===== config.mk =====
export PLATFORM = sky130hd
export DESIGN_NAME = sync_fifo_flex
export DESIGN_NICKNAME = d
export VERILOG_FILES = /design/src/rtl/sync_fifo_pkg.sv /design/src/rtl/fifo_mem_2p.sv /design/src/rtl/sync_fifo_flex.sv
export SDC_FILE = /design/constraint.sdc
export NUM_CORES = 1
export LEC_CHECK = 0
export CAP_MARGIN = 30
export CORE_ASPECT_RATIO = 1.25
export CORE_UTILIZATION = 29
export CTS_CLUSTER_DIAMETER = 30
export CTS_CLUSTER_SIZE = 16
export DETAILED_ROUTE_END_ITERATION = 12
export PLACE_DENSITY = 0.54
export SLEW_MARGIN = 20
export SYNTH_ARGS = -nofsm -noshare
export SYNTH_HDL_FRONTEND = slang
export SYNTH_SLANG_ARGS = --single-unit

===== constraint.sdc =====
create_clock -name clk -period 3.83 [get_ports clk]
set_clock_uncertainty 0.15 [all_clocks]
set_input_delay 0.383 -clock clk [delete_from_list [all_inputs] [get_ports clk]]
set_output_delay 0.383 -clock clk [all_outputs]
set_load 0.01 [all_outputs]

===== src/rtl/sync_fifo_pkg.sv =====
// Shared types and elaboration helpers for the sync_fifo_flex family.
// Sizing functions and parameter legality checks used at elaboration.
package sync_fifo_pkg;

  typedef enum logic {
    FIFO_STD,
    FIFO_FWFT
  } fifo_mode_e;

  // One extra MSB beyond the address lets full and empty be told apart.
  function automatic int ptr_w(input int depth);
    return $clog2(depth) + 1;
  endfunction

  function automatic bit depth_ok(input int depth);
    return (depth >= 2) && ((depth & (depth - 1)) == 0);
  endfunction

  function automatic bit afull_ok(input int depth, input int afull_thr);
    return (afull_thr >= 1) && (afull_thr <= depth);
  endfunction

  function automatic bit aempty_ok(input int depth, input int aempty_thr);
    return (aempty_thr >= 0) && (aempty_thr <= depth - 1);
  endfunction

endpackage


===== src/rtl/fifo_mem_2p.sv =====
// Storage array for sync_fifo_flex: one synchronous write port, one asynchronous read port.
// Contents are intentionally never reset.
module fifo_mem_2p #(
  parameter int DEPTH  = 8,
  parameter int DWIDTH = 16,
  parameter int AW     = $clog2(DEPTH)
) (
  input  logic              clk,
  input  logic              we,
  input  logic [AW-1:0]     waddr,
  input  logic [DWIDTH-1:0] wdata,
  input  logic [AW-1:0]     raddr,
  output logic [DWIDTH-1:0] rdata
);

  logic [DWIDTH-1:0] mem [DEPTH];

  always_ff @(posedge clk) begin
    if (we) begin
      mem[waddr] <= wdata;
    end
  end

  assign rdata = mem[raddr];

endmodule


===== src/rtl/sync_fifo_flex.sv =====
// Single-clock FIFO with occupancy count, programmable almost flags, overflow/underflow
// pulses, synchronous flush and a selectable registered or first-word-fall-through read.
module sync_fifo_flex
  import sync_fifo_pkg::*;
#(
  parameter int DEPTH      = 8,
  parameter int DWIDTH     = 16,
  parameter int FWFT       = 0,
  parameter int AFULL_THR  = DEPTH - 2,
  parameter int AEMPTY_THR = 2
) (
  input  logic                     clk,
  input  logic                     rstn,
  input  logic                     flush,
  input  logic                     wr_en,
  input  logic [DWIDTH-1:0]        din,
  input  logic                     rd_en,
  output logic [DWIDTH-1:0]        dout,
  output logic                     empty,
  output logic                     full,
  output logic                     almost_empty,
  output logic                     almost_full,
  output logic [$clog2(DEPTH):0]   count,
  output logic                     overflow,
  output logic                     underflow
);

  localparam int PW = ptr_w(DEPTH);
  localparam int AW = PW - 1;
  localparam fifo_mode_e MODE = (FWFT != 0) ? FIFO_FWFT : FIFO_STD;
  localparam logic [PW-1:0] DEPTH_C  = PW'(DEPTH);
  localparam logic [PW-1:0] AFULL_C  = PW'(AFULL_THR);
  localparam logic [PW-1:0] AEMPTY_C = PW'(AEMPTY_THR);

  if (!depth_ok(DEPTH)) begin : g_bad_depth
    $error("sync_fifo_flex: DEPTH must be a power of 2 and >= 2");
  end
  if (!afull_ok(DEPTH, AFULL_THR)) begin : g_bad_afull
    $error("sync_fifo_flex: AFULL_THR must lie in 1..DEPTH");
  end
  if (!aempty_ok(DEPTH, AEMPTY_THR)) begin : g_bad_aempty
    $error("sync_fifo_flex: AEMPTY_THR must lie in 0..DEPTH-1");
  end

  logic [PW-1:0]     wptr_q, wptr_d;
  logic [PW-1:0]     rptr_q, rptr_d;
  logic [PW-1:0]     count_q, count_d;
  logic [DWIDTH-1:0] dout_q, dout_d;
  logic              overflow_q, overflow_d;
  logic              underflow_q, underflow_d;
  logic              wr_acc, rd_acc;
  logic [DWIDTH-1:0] rd_data;

  assign empty        = (count_q == '0);
  assign full         = (count_q == DEPTH_C);
  assign almost_empty = (count_q <= AEMPTY_C);
  assign almost_full  = (count_q >= AFULL_C);

  // Acceptance looks only at this cycle's flags, never at the opposite port's activity.
  assign wr_acc = wr_en & ~full;
  assign rd_acc = rd_en & ~empty;

  always_comb begin
    wptr_d      = wptr_q;
    rptr_d      = rptr_q;
    dout_d      = dout_q;
    overflow_d  = 1'b0;
    underflow_d = 1'b0;
    if (flush) begin
      wptr_d = '0;
      rptr_d = '0;
      dout_d = '0;
    end else begin
      if (wr_acc) begin
        wptr_d = wptr_q + PW'(1);
      end
      if (rd_acc) begin
        rptr_d = rptr_q + PW'(1);
        if (MODE == FIFO_STD) begin
          dout_d = rd_data;
        end
      end
      overflow_d  = wr_en & full;
      underflow_d = rd_en & empty;
    end
    count_d = wptr_d - rptr_d;
  end

  always_ff @(posedge clk) begin
    if (!rstn) begin
      wptr_q      <= '0;
      rptr_q      <= '0;
      count_q     <= '0;
      dout_q      <= '0;
      overflow_q  <= 1'b0;
      underflow_q <= 1'b0;
    end else begin
      wptr_q      <= wptr_d;
      rptr_q      <= rptr_d;
      count_q     <= count_d;
      dout_q      <= dout_d;
      overflow_q  <= overflow_d;
      underflow_q <= underflow_d;
    end
  end

  fifo_mem_2p #(
    .DEPTH  (DEPTH),
    .DWIDTH (DWIDTH),
    .AW     (AW)
  ) u_mem (
    .clk    (clk),
    .we     (wr_acc & ~flush & rstn),
    .waddr  (wptr_q[AW-1:0]),
    .wdata  (din),
    .raddr  (rptr_q[AW-1:0]),
    .rdata  (rd_data)
  );

  // In FWFT mode the head word is shown directly; the dout register then stays at zero.
  assign dout      = (MODE == FIFO_FWFT) ? (empty ? '0 : rd_data) : dout_q;
  assign count     = count_q;
  assign overflow  = overflow_q;
  assign underflow = underflow_q;

endmodule


# [Yosys cells after proc, flatten, opt, wreduce, memory -nomap -nowiden]
# Memory sizes are Yosys's and may differ from the RTL's. A register that Yosys moved wholly into a read port is not among the register bits.
# Index checks and enable logic that the tools add are counted.
[classes] add_sub_neg=3 eq_ne=1 bitwise_logic=10 n_reduce_logical=2 magnitude_cmp=2 n_mux=6
[ops] op="4-bit two-way mux" n=4
[ops] op="4-bit by 1-bit adder with 4-bit output (second input constant)" n=2
[ops] op="1-bit AND" n=6
[ops] op="4-bit == test (second input constant)" n=1
[ops] op="4-bit by 3-bit greater-or-equal comparator with 1-bit output (second input constant)" n=1
[ops] op="4-bit by 2-bit less-or-equal comparator with 1-bit output (second input constant)" n=1
[ops] op="4-bit zero test" n=1
[ops] op="1-bit NOT" n=4
[ops] op="4-bit subtractor" n=1
[ops] op="1-bit two-way mux" n=2
[ops] op="2-bit OR reduction" n=1
[totals] wordCells=30 regBits=14 out_inout_bits=26 ram_bits=128 memories=1 in_bits=21
[mem_list] memory="u_mem.mem" depth=8 word_bits=16 read_ports=1 rd_ports_with_merged_regs=1 write_ports=1 line_no="fifo_mem_2p.sv:16" rtl="logic [DWIDTH-1:0] mem [DEPTH];"

# [Depth between registers and ports, before layout]
# Gate-level depths: netlist (run 1).
[logic_depth] depth_word=7 mapped_depth=10 depth_no_buf=10

# [Hierarchy]
# Synthesis (run 1) repeated with hierarchy kept, for this count alone.
[hier_totals] cells_unflattened=345 area_unflattened_um2=6248.5
[modules_own_cells] module="fifo_mem_2p" cells_each=198 area_each_um2=4973.5 n_inst=1 seq_area_each_um2=3843.7
[modules_own_cells] module="sync_fifo_flex" cells_each=147 area_each_um2=1275.0 n_inst=1 seq_area_each_um2=600.6

# [Least setup slack after synthesis (run 1)]
# OpenSTA, ideal clock, no wires.
[synth_timing] path_type="register to register" startpoint="register count_q[2], in the netlist count[2]" endpoint="memory u_mem.mem[0][0] (enable)" setup_time_ns=0.409 stages_incl_launch_ff=5 t_required_ns=3.271 arrival_ns=2.297 path_buffers=0 synth_period_minus_slack_ns=2.857 setup_slack_ns=0.973 cell_sequence="dfxtp_1 > or4b_4 > nand2_1 > or3_1 > nor3_1"
[synth_between] elab_chain_cells=7
[synth_rtl] item="from (decl)" line_no="sync_fifo_flex.sv:47" rtl="logic [PW-1:0] count_q, count_d;"
[synth_rtl] item="from (signal assigned)" line_no="sync_fifo_flex.sv:100" rtl="count_q <= count_d;"
[synth_rtl] item="4-bit == test" line_no="sync_fifo_flex.sv:55" rtl="assign full = (count_q == DEPTH_C);"
[synth_rtl] item="1-bit NOT" line_no="sync_fifo_flex.sv:60" rtl="assign wr_acc = wr_en & ~full;"
[synth_rtl] item="1-bit AND" line_no="sync_fifo_flex.sv:60"
[synth_rtl] item="1-bit AND (2 in a row)" line_no="sync_fifo_flex.sv:113" rtl=".we (wr_acc & ~flush & rstn),"
[synth_rtl] item="1-bit two-way mux" line_no="fifo_mem_2p.sv:19" rtl="if (we) begin"
[synth_rtl] item="1-bit two-way mux (not written as such)" line_no="fifo_mem_2p.sv:20" rtl="mem[waddr] <= wdata;"
[synth_rtl] item="to (decl)" line_no="fifo_mem_2p.sv:16"
# No other way between the ends.

# [Final worst setup path (run 1)]
[layout_timing] startpoint="register count_q[3], in the netlist count[3]" endpoint="register count_q[3], in the netlist count[3]"
[layout_between] elab_chain_cells=6 word_cells_on_any_way=11 cone_classes="add/sub (1); eq/ne (1); mux (4); bitwise (4); reduce/logical (1)"
[layout_rtl] item="4-bit == test" line_no="sync_fifo_flex.sv:55"
[layout_rtl] item="1-bit NOT" line_no="sync_fifo_flex.sv:60"
[layout_rtl] item="1-bit AND" line_no="sync_fifo_flex.sv:60"
[layout_rtl] item="4-bit two-way mux" line_no="sync_fifo_flex.sv:74" rtl="if (wr_acc) begin"
[layout_rtl] item="4-bit two-way mux" line_no="sync_fifo_flex.sv:69" rtl="if (flush) begin"
[layout_rtl] item="via wptr_d[1]" line_no="sync_fifo_flex.sv:45" rtl="logic [PW-1:0] wptr_q, wptr_d;"
[layout_rtl] item="4-bit subtractor" line_no="sync_fifo_flex.sv:86" rtl="count_d = wptr_d - rptr_d;"
# The timed path passes the listed nets, and every way through them passes these cells.
# A chain may end at the register's enable or synchronous reset.

==> metrics.cfg, run 1 <==
[grt]
grt_pass1_wl_um = 18800
grt_max_degree = 35
grt.total_usage = 0.124
overflow = 0
antenna_found_initial = 0
grt_pass1_vias = 3195

[synthesis]
syn_area_mm2 = 0.00606
seq_area_frac_synth = 0.733
synth_common_cells = 128 x edfxtp_1, 32 x mux4_2, 30 x dfxtp_1
yosysTopAreaCell = edfxtp_1
syn_inst = 328
yosys_warnings = 0
syn_nets = 355
synth_top_area_share = 0.634
syn_avg_cell_area_um2 = 18.5
ys_ff_latch = 158
yosys_most_used_dff = edfxtp_1
synth_most_common_cell = edfxtp_1
ys_top_cells_by_area = edfxtp_1 63%, mux4_2 12%, dfxtp_1 9.9%, mux2i_1 2.8%, a21oi_1 1.5%
async_flop_share = 0
synth_edf_count = 128
synth_cell_types = 39

[cts]
cts_tree = done
numCtsBuffers = 17
cts.sinks = 158
post-cts-setup-buffers = 0
clk_path_buf_depth = 2
ctsHoldBuffers = 0
ctsRootBufferMaster = clkbuf_16
cts_resized = 0
worstSkewPairLatency_ns = 0.43
clkTransAtPathRegs_ns = 0.06
htree_levels = 4

[finish]
layout.nets = 418
multiInputGateArea_mm2 = 0.00155
nFillCells = 1930
area_growth_pct = 23.0
register_area_mm2 = 0.00445
final_layout_size_suffix_gt1_frac = 0.208
antenna_cells = 0
post-route-util = 0.367

[critical_path]
critical_path_buf_inv_count = 0
crit_top_cell = nor2_1
cp.required_ns = 4.03
cp-start-kind = flop
slowest_delay_ns = 0.54
crit_type = flop to flop
end_kind = flop
cp_top_family = simple AND/OR/NAND/NOR gates
path_cells = or4b_4 -> nand2_1 -> mux2i_1 -> nor2_1 -> ha_1 -> a21o_1 -> a21oi_1 -> xnor3_1 -> nor2_1
slowest_stage = or4b_4
r2r_slack_ns = 1.00
arrival_ns = 3.03
cp_max_fo = 7

[timing]
relSlewSlack = 0.643
max_clock_freq_mhz = 354
setup_violations = 0
rsz0062_at_grt = false
period_share = 0.738
finalHoldViolations = 0
drv_slew = 0
timing.final.crit_period_ns = 2.83
worstMarginPinSlew_ns = 0.535
finalSetupTns_ns = 0

[drt]
drc = 0
dr_total_vias = 3117
postRouteWirelength_um = 12400
ant_nets = 0
initialDrtViolationCount = 234
wl_per_cell_um = 18.4
via_per_inst = 4.62
first_pass_iters = 5

[floorplan]
ioPinCount = 47
rows = 58
initial_utilization = 0.298
fp.dieH_um = 164
die_x_um = 131
dieArea_mm2 = 0.0215
core_region_area_mm2 = 0.0203

[power]
p_leak_nw = 2.36
ir_drop_v = 0.000288
powerDensity_mw_per_mm2 = 490

[placed_design]
numPortBuffers = 46
dpl.hpwl_um = 7180
place.gp.congestion = 0.789

[run_status]
status = complete, no violations

[hold_path]
min_path_type = flop to flop

[job]
drv_cap = 0

-- layout make-up --
type                            count  share of cell area
Multi-Input combinational cell    151               0.208
Sequential cell                   158               0.596
Timing Repair Buffer               60              0.0758
Tap cell                          270              0.0453
Inverter                            3             0.00151
Clock buffer                       25              0.0651
Clock inverter                      7             0.00856
-- where the power goes --
| part | leakage (nW) | switching [mW] | internal [mW] | total [mW] |
|---|---|---|---|---|
| logic | 0.699 | 0.0960 | 0.0998 | 0.196 |
| registers | 1.40 | 0.0187 | 1.88 | 1.90 |
| clock network | 0.266 | 0.624 | 0.939 | 1.56 |
-- state kept, by name, indices dropped and copies added, names as in the netlist --
name / count
u_mem.mem: 128
dout: 16
count: 4
rptr_q: 4
wptr_q: 4
overflow: 1
underflow: 1
-- placed cells by master, fill, tap and decap left out, types with 5 or more instances in the layout --
master	synthesis	layout
dfxtp_1	30	29
o21ai_0	17	17
clkbuf_1	9	5
buf_4	1	14
ha_1	5	5
a21oi_1	18	18
clkdlybuf4s50_1	0	46
mux2i_1	17	17
clkbuf_16	0	17
nand2_1	6	6
edfxtp_1	128	128
nor2_1	18	18
mux4_2	32	32
-- worst register-to-register path: cells and delay by family (launching register included) --
| family | cells | cell delay, ns |
|---|---|---|
| simple gates | 4 | 0.89 |
| flops | 1 | 0.44 |
| compound gates | 2 | 0.37 |
| fa+ha+maj | 1 | 0.33 |
| xor+xnor | 1 | 0.33 |
| mux | 1 | 0.25 |
-- metrics by stage --
step / cells / area (um^2) / hold WS [ns] / power, mW / worst slack [ns]
2_1_floorplan: 328 / 6060 / 0.332 / 2.03 / 0.973
5_1_grt: 674 / 7460 / 0.434 / 3.77 / 0.875
3_5_place_dp: 642 / 6910 / 0.385 / 2.13 / 0.904
6_report: 674 / 7460 / 0.403 / 3.65 / 1.00
4_1_cts: 674 / 7460 / 0.405 / 3.70 / 1.00
3_3_place_gp: 642 / 6910 / 0.380 / 2.12 / 0.961
-- final timing paths --
path | from | end | cells after the start
min | wptr_q[3]$_SDFF_PN0_ | wptr_q[3]$_SDFF_PN0_ | 2
max reg2reg | count[3]$_SDFF_PN0_ | count[3]$_SDFF_PN0_ | 9
max | count[3]$_SDFF_PN0_ | count[3]$_SDFF_PN0_ | 9
min reg2reg | wptr_q[3]$_SDFF_PN0_ | wptr_q[3]$_SDFF_PN0_ | 2
-- cells by family after synthesis --
family	count (synthesis)	share of synthesized area
XOR/XNOR	7	0.0124
flip-flops	158	0.733
multiplexers	50	0.149
AO/OA/AOI/OAI	41	0.0388
AND/OR/NAND/NOR	47	0.0394
buffers and inverters	19	0.0134
adder cells (fa/ha/maj)	6	0.0136
-- routing by layer --
metal	vias up	global-route usage	wire (um)
li1	1432	-	-
met4	0	0.0597	221
met5	-	0	0
met3	18	0.0304	507
met2	73	0.205	6080
met1	1594	0.151	5570
(Power assumes the default switching activity.)
==> inputs of run 2 (changes only) <==
--- a/config.mk
+++ b/config.mk
@@ -11,7 +11,7 @@
 export CTS_CLUSTER_DIAMETER = 30
 export CTS_CLUSTER_SIZE = 16
 export DETAILED_ROUTE_END_ITERATION = 12
-export PLACE_DENSITY = 0.54
+export PLACE_DENSITY = 0.56
 export SLEW_MARGIN = 20
 export SYNTH_ARGS = -nofsm -noshare
 export SYNTH_HDL_FRONTEND = slang
==> constraint.sdc (replaced) <==
create_clock -name clk -period 2.4 [get_ports clk]
set_clock_uncertainty 0.15 [all_clocks]
set_input_delay 0.24 -clock clk [delete_from_list [all_inputs] [get_ports clk]]
set_output_delay 0.24 -clock clk [all_outputs]
set_load 0.01 [all_outputs]
==> run 2 against run 1 <==
- critical path depth stayed put
- routed wire length hardly changed
- setup slack worse by 1.0 ns
- register-to-register slack worse by 1.0 ns
- global-route usage is 0.072 points lower
- critical endpoint unchanged
- highest routed layer unchanged
==> metrics.cfg, run 2 (synthesis gave the netlist of run 1 again) <==
[timing]
finalSetupTns_ns = 0  ; unchanged
setup_violations = 0  ; unchanged
period_share = 0.999  ; was 0.738
rsz0062_at_grt = true  ; was false
max_clock_freq_mhz = 417  ; was 354 MHz
drv_slew = 0  ; unchanged
timing.final.crit_period_ns = 2.40  ; was 2.83 ns
relSlewSlack = 0.669  ; was 0.643
finalHoldViolations = 0  ; unchanged
worstMarginPinSlew_ns = 0.496  ; was 0.535 ns

[placed_design]
numPortBuffers = 46  ; unchanged
place.gp.congestion = 0.806  ; was 0.789
dpl.hpwl_um = 7320  ; was 7180 um

[hold_path]
hold_path_end = dout[1]$_SDFFE_PP0N_  ; was wptr_q[3]$_SDFF_PN0_
min_path_type = flop to flop  ; unchanged
holdPathStages = 2  ; unchanged
hp-start = dout[1]$_SDFFE_PP0N_  ; was wptr_q[3]$_SDFF_PN0_

[job]
drv_cap = 0  ; unchanged

[critical_path]
r2r_cells = 9  ; unchanged
critPathLaunch = count[2]$_SDFF_PN0_  ; was count[3]$_SDFF_PN0_
cp_max_fo = 3  ; was 7
end_kind = flop  ; unchanged
cp.required_ns = 2.61  ; was 4.03 ns
timing.rr.start = count[2]$_SDFF_PN0_  ; was count[3]$_SDFF_PN0_
r2r_slack_ns = 0.003  ; was 1.00 ns
cp-start-kind = flop  ; unchanged
arrival_ns = 2.61  ; was 3.03 ns
rr_endpoint = count[3]$_SDFF_PN0_  ; unchanged
crit_type = flop to flop  ; unchanged

[floorplan]
initial_utilization = 0.298  ; unchanged
core_region_area_mm2 = 0.0203  ; unchanged
dieArea_mm2 = 0.0215  ; unchanged
fp.dieH_um = 164  ; unchanged
die_x_um = 131  ; unchanged
rows = 58  ; unchanged
ioPinCount = 47  ; unchanged

[finish]
largest_reg_flops = 128  ; unchanged
regMostFlops = u_mem.mem  ; unchanged
area_growth_pct = 29.9  ; was 23.0%
layout_commonest_cell = edfxtp_1  ; unchanged
layout.nets = 439  ; was 418
final_cell_mix = 128 x edfxtp_1, 45 x clkdlybuf4s50_1, 32 x mux4_2  ; was 128 x edfxtp_1, 46 x clkdlybuf4s50_1, 32 x mux4_2
final_layout_size_suffix_gt1_frac = 0.294  ; was 0.208
antenna_cells = 0  ; unchanged

[power]
comb_power_share = 0.061  ; was 0.054
powerDensity_mw_per_mm2 = 789  ; was 490 mW/mm^2
intPower_mw = 4.96  ; was 2.92 mW
power_switching_mw = 1.25  ; was 0.739 mW
p_leak_nw = 2.53  ; was 2.36 nW
power_frac_clock = 0.455  ; was 0.428
swShare = 0.201  ; was 0.202
ir_drop_v = 0.000443  ; was 0.000288 V
power.share.sequential = 0.485  ; was 0.519
finalPower_mw = 6.21  ; was 3.65 mW

[cts]
worstSkewPairLatency_ns = 0.42  ; was 0.43 ns
numCtsBuffers = 17  ; unchanged
ctsRootBufferMaster = clkbuf_16  ; unchanged
clk_path_buf_depth = 2  ; unchanged
ctsHoldBuffers = 0  ; unchanged
cts_tree = done  ; unchanged
clkTransAtPathRegs_ns = 0.06  ; about the same
cts.sinks = 158  ; unchanged
htree_levels = 4  ; unchanged

[drt]
drc = 0  ; unchanged
dr_total_vias = 3243  ; was 3117
initialDrtViolationCount = 211  ; was 234
first_pass_iters = 5  ; unchanged
postRouteWirelength_um = 12400  ; about the same
ant_nets = 0  ; unchanged
wl_per_cell_um = 17.8  ; was 18.4 um
via_per_inst = 4.67  ; was 4.62

[grt]
overflow = 0  ; unchanged
grt_max_degree = 33  ; was 35
antenna_found_initial = 0  ; unchanged
grt_pass1_vias = 3371  ; was 3195
grt_pass1_wl_um = 19200  ; was 18800 um
grt.total_usage = 0.123  ; was 0.124

[run_status]
status = complete, no violations  ; unchanged

## run 2: cell types whose count changed in the layout (fill, tap and decap cells not counted), moves of 3 or more
cell / previous run / this run
buf_4: 14 / 26
buf_12: 0 / 8
clkbuf_1: 5 / 1
bufinv_16: 1 / 4
clkinv_4: 1 / 4
dfxtp_1: 29 / 26
## run 2: through the flow
step	area, um^2	setup WS [ns]	util	hold slack [ns]	cells
after global placement	7150	0.00435	0.352	0.377	658
after detailed placement	7150	-0.0105	0.352	0.380	658
after CTS	7820	0.00783	0.385	0.368	695
final	7880	0.00300	0.388	0.397	695
after global routing	7880	-0.0948	0.388	0.398	695
after floorplan	6090	0.00318	-	0.189	328
## run 2: timing repair
action	in CTS	in global routing
pin swaps	6	7
setup buffers	5	0
endpoints found under the setup margin	3	4
gates resized for setup	2	11
## run 2: power by group through the flow
stage / clock, mW / combinational, mW / sequential (mW)
after CTS: 2.88 / 0.365 / 3.01
after floorplan: 0 / 0.156 / 3.08
final: 2.82 / 0.377 / 3.01
after detailed placement: 0 / 0.358 / 3.07
after global routing: 2.99 / 0.410 / 3.02
after global placement: 0 / 0.352 / 3.07
## run 2: final cells by class
class / instances / area (um^2)
Sequential cell: 158 / 4450
Multi-Input combinational cell: 151 / 1620
Clock buffer: 19 / 443
Clock inverter: 13 / 189
Inverter: 3 / 11.3
Tap cell: 270 / 338
Fill cell: 1872 / 12400
Timing Repair Buffer: 81 / 826
## run 2: worst max-delay path by stage
stage,to,slack [ns],cells after the start
after detailed placement,count[1]$_SDFF_PN0_,-0.01,8
final,count[3]$_SDFF_PN0_,0.003,9
after floorplan,count[1]$_SDFF_PN0_,0.003,8
after CTS,count[1]$_SDFF_PN0_,0.008,8
after global routing,count[3]$_SDFF_PN0_,-0.09,9
after global placement,count[1]$_SDFF_PN0_,0.004,8
## run 2: routing by layer
layer  up-vias  track usage  part of all wire
met2        72        0.207              0.51
met4         0       0.0465             0.013
met1      1684        0.152              0.45
li1       1472            -                 -
met3        15       0.0313             0.028
met5         -            0                 0
## run 2: critical path, stage by stage, from the launching register on
cell,delay (ns)
dfxtp_2,0.33
or4b_4,0.56
nand2_4,0.10
mux2i_2,0.24
nor2_1,0.08
ha_1,0.27
a21o_1,0.16
a21oi_2,0.12
xnor3_1,0.22
nor2_1,0.10
==> inputs of run 3 (changes only) <==
--- a/config.mk
+++ b/config.mk
@@ -5,7 +5,7 @@
 export SDC_FILE = /design/constraint.sdc
 export NUM_CORES = 1
 export LEC_CHECK = 0
-export CAP_MARGIN = 30
+export CAP_MARGIN = 40
 export CORE_ASPECT_RATIO = 1.25
 export CORE_UTILIZATION = 29
 export CTS_CLUSTER_DIAMETER = 30
==> results of run 3 <==
Final layout, timing and power as in run 2 (identical DEF).
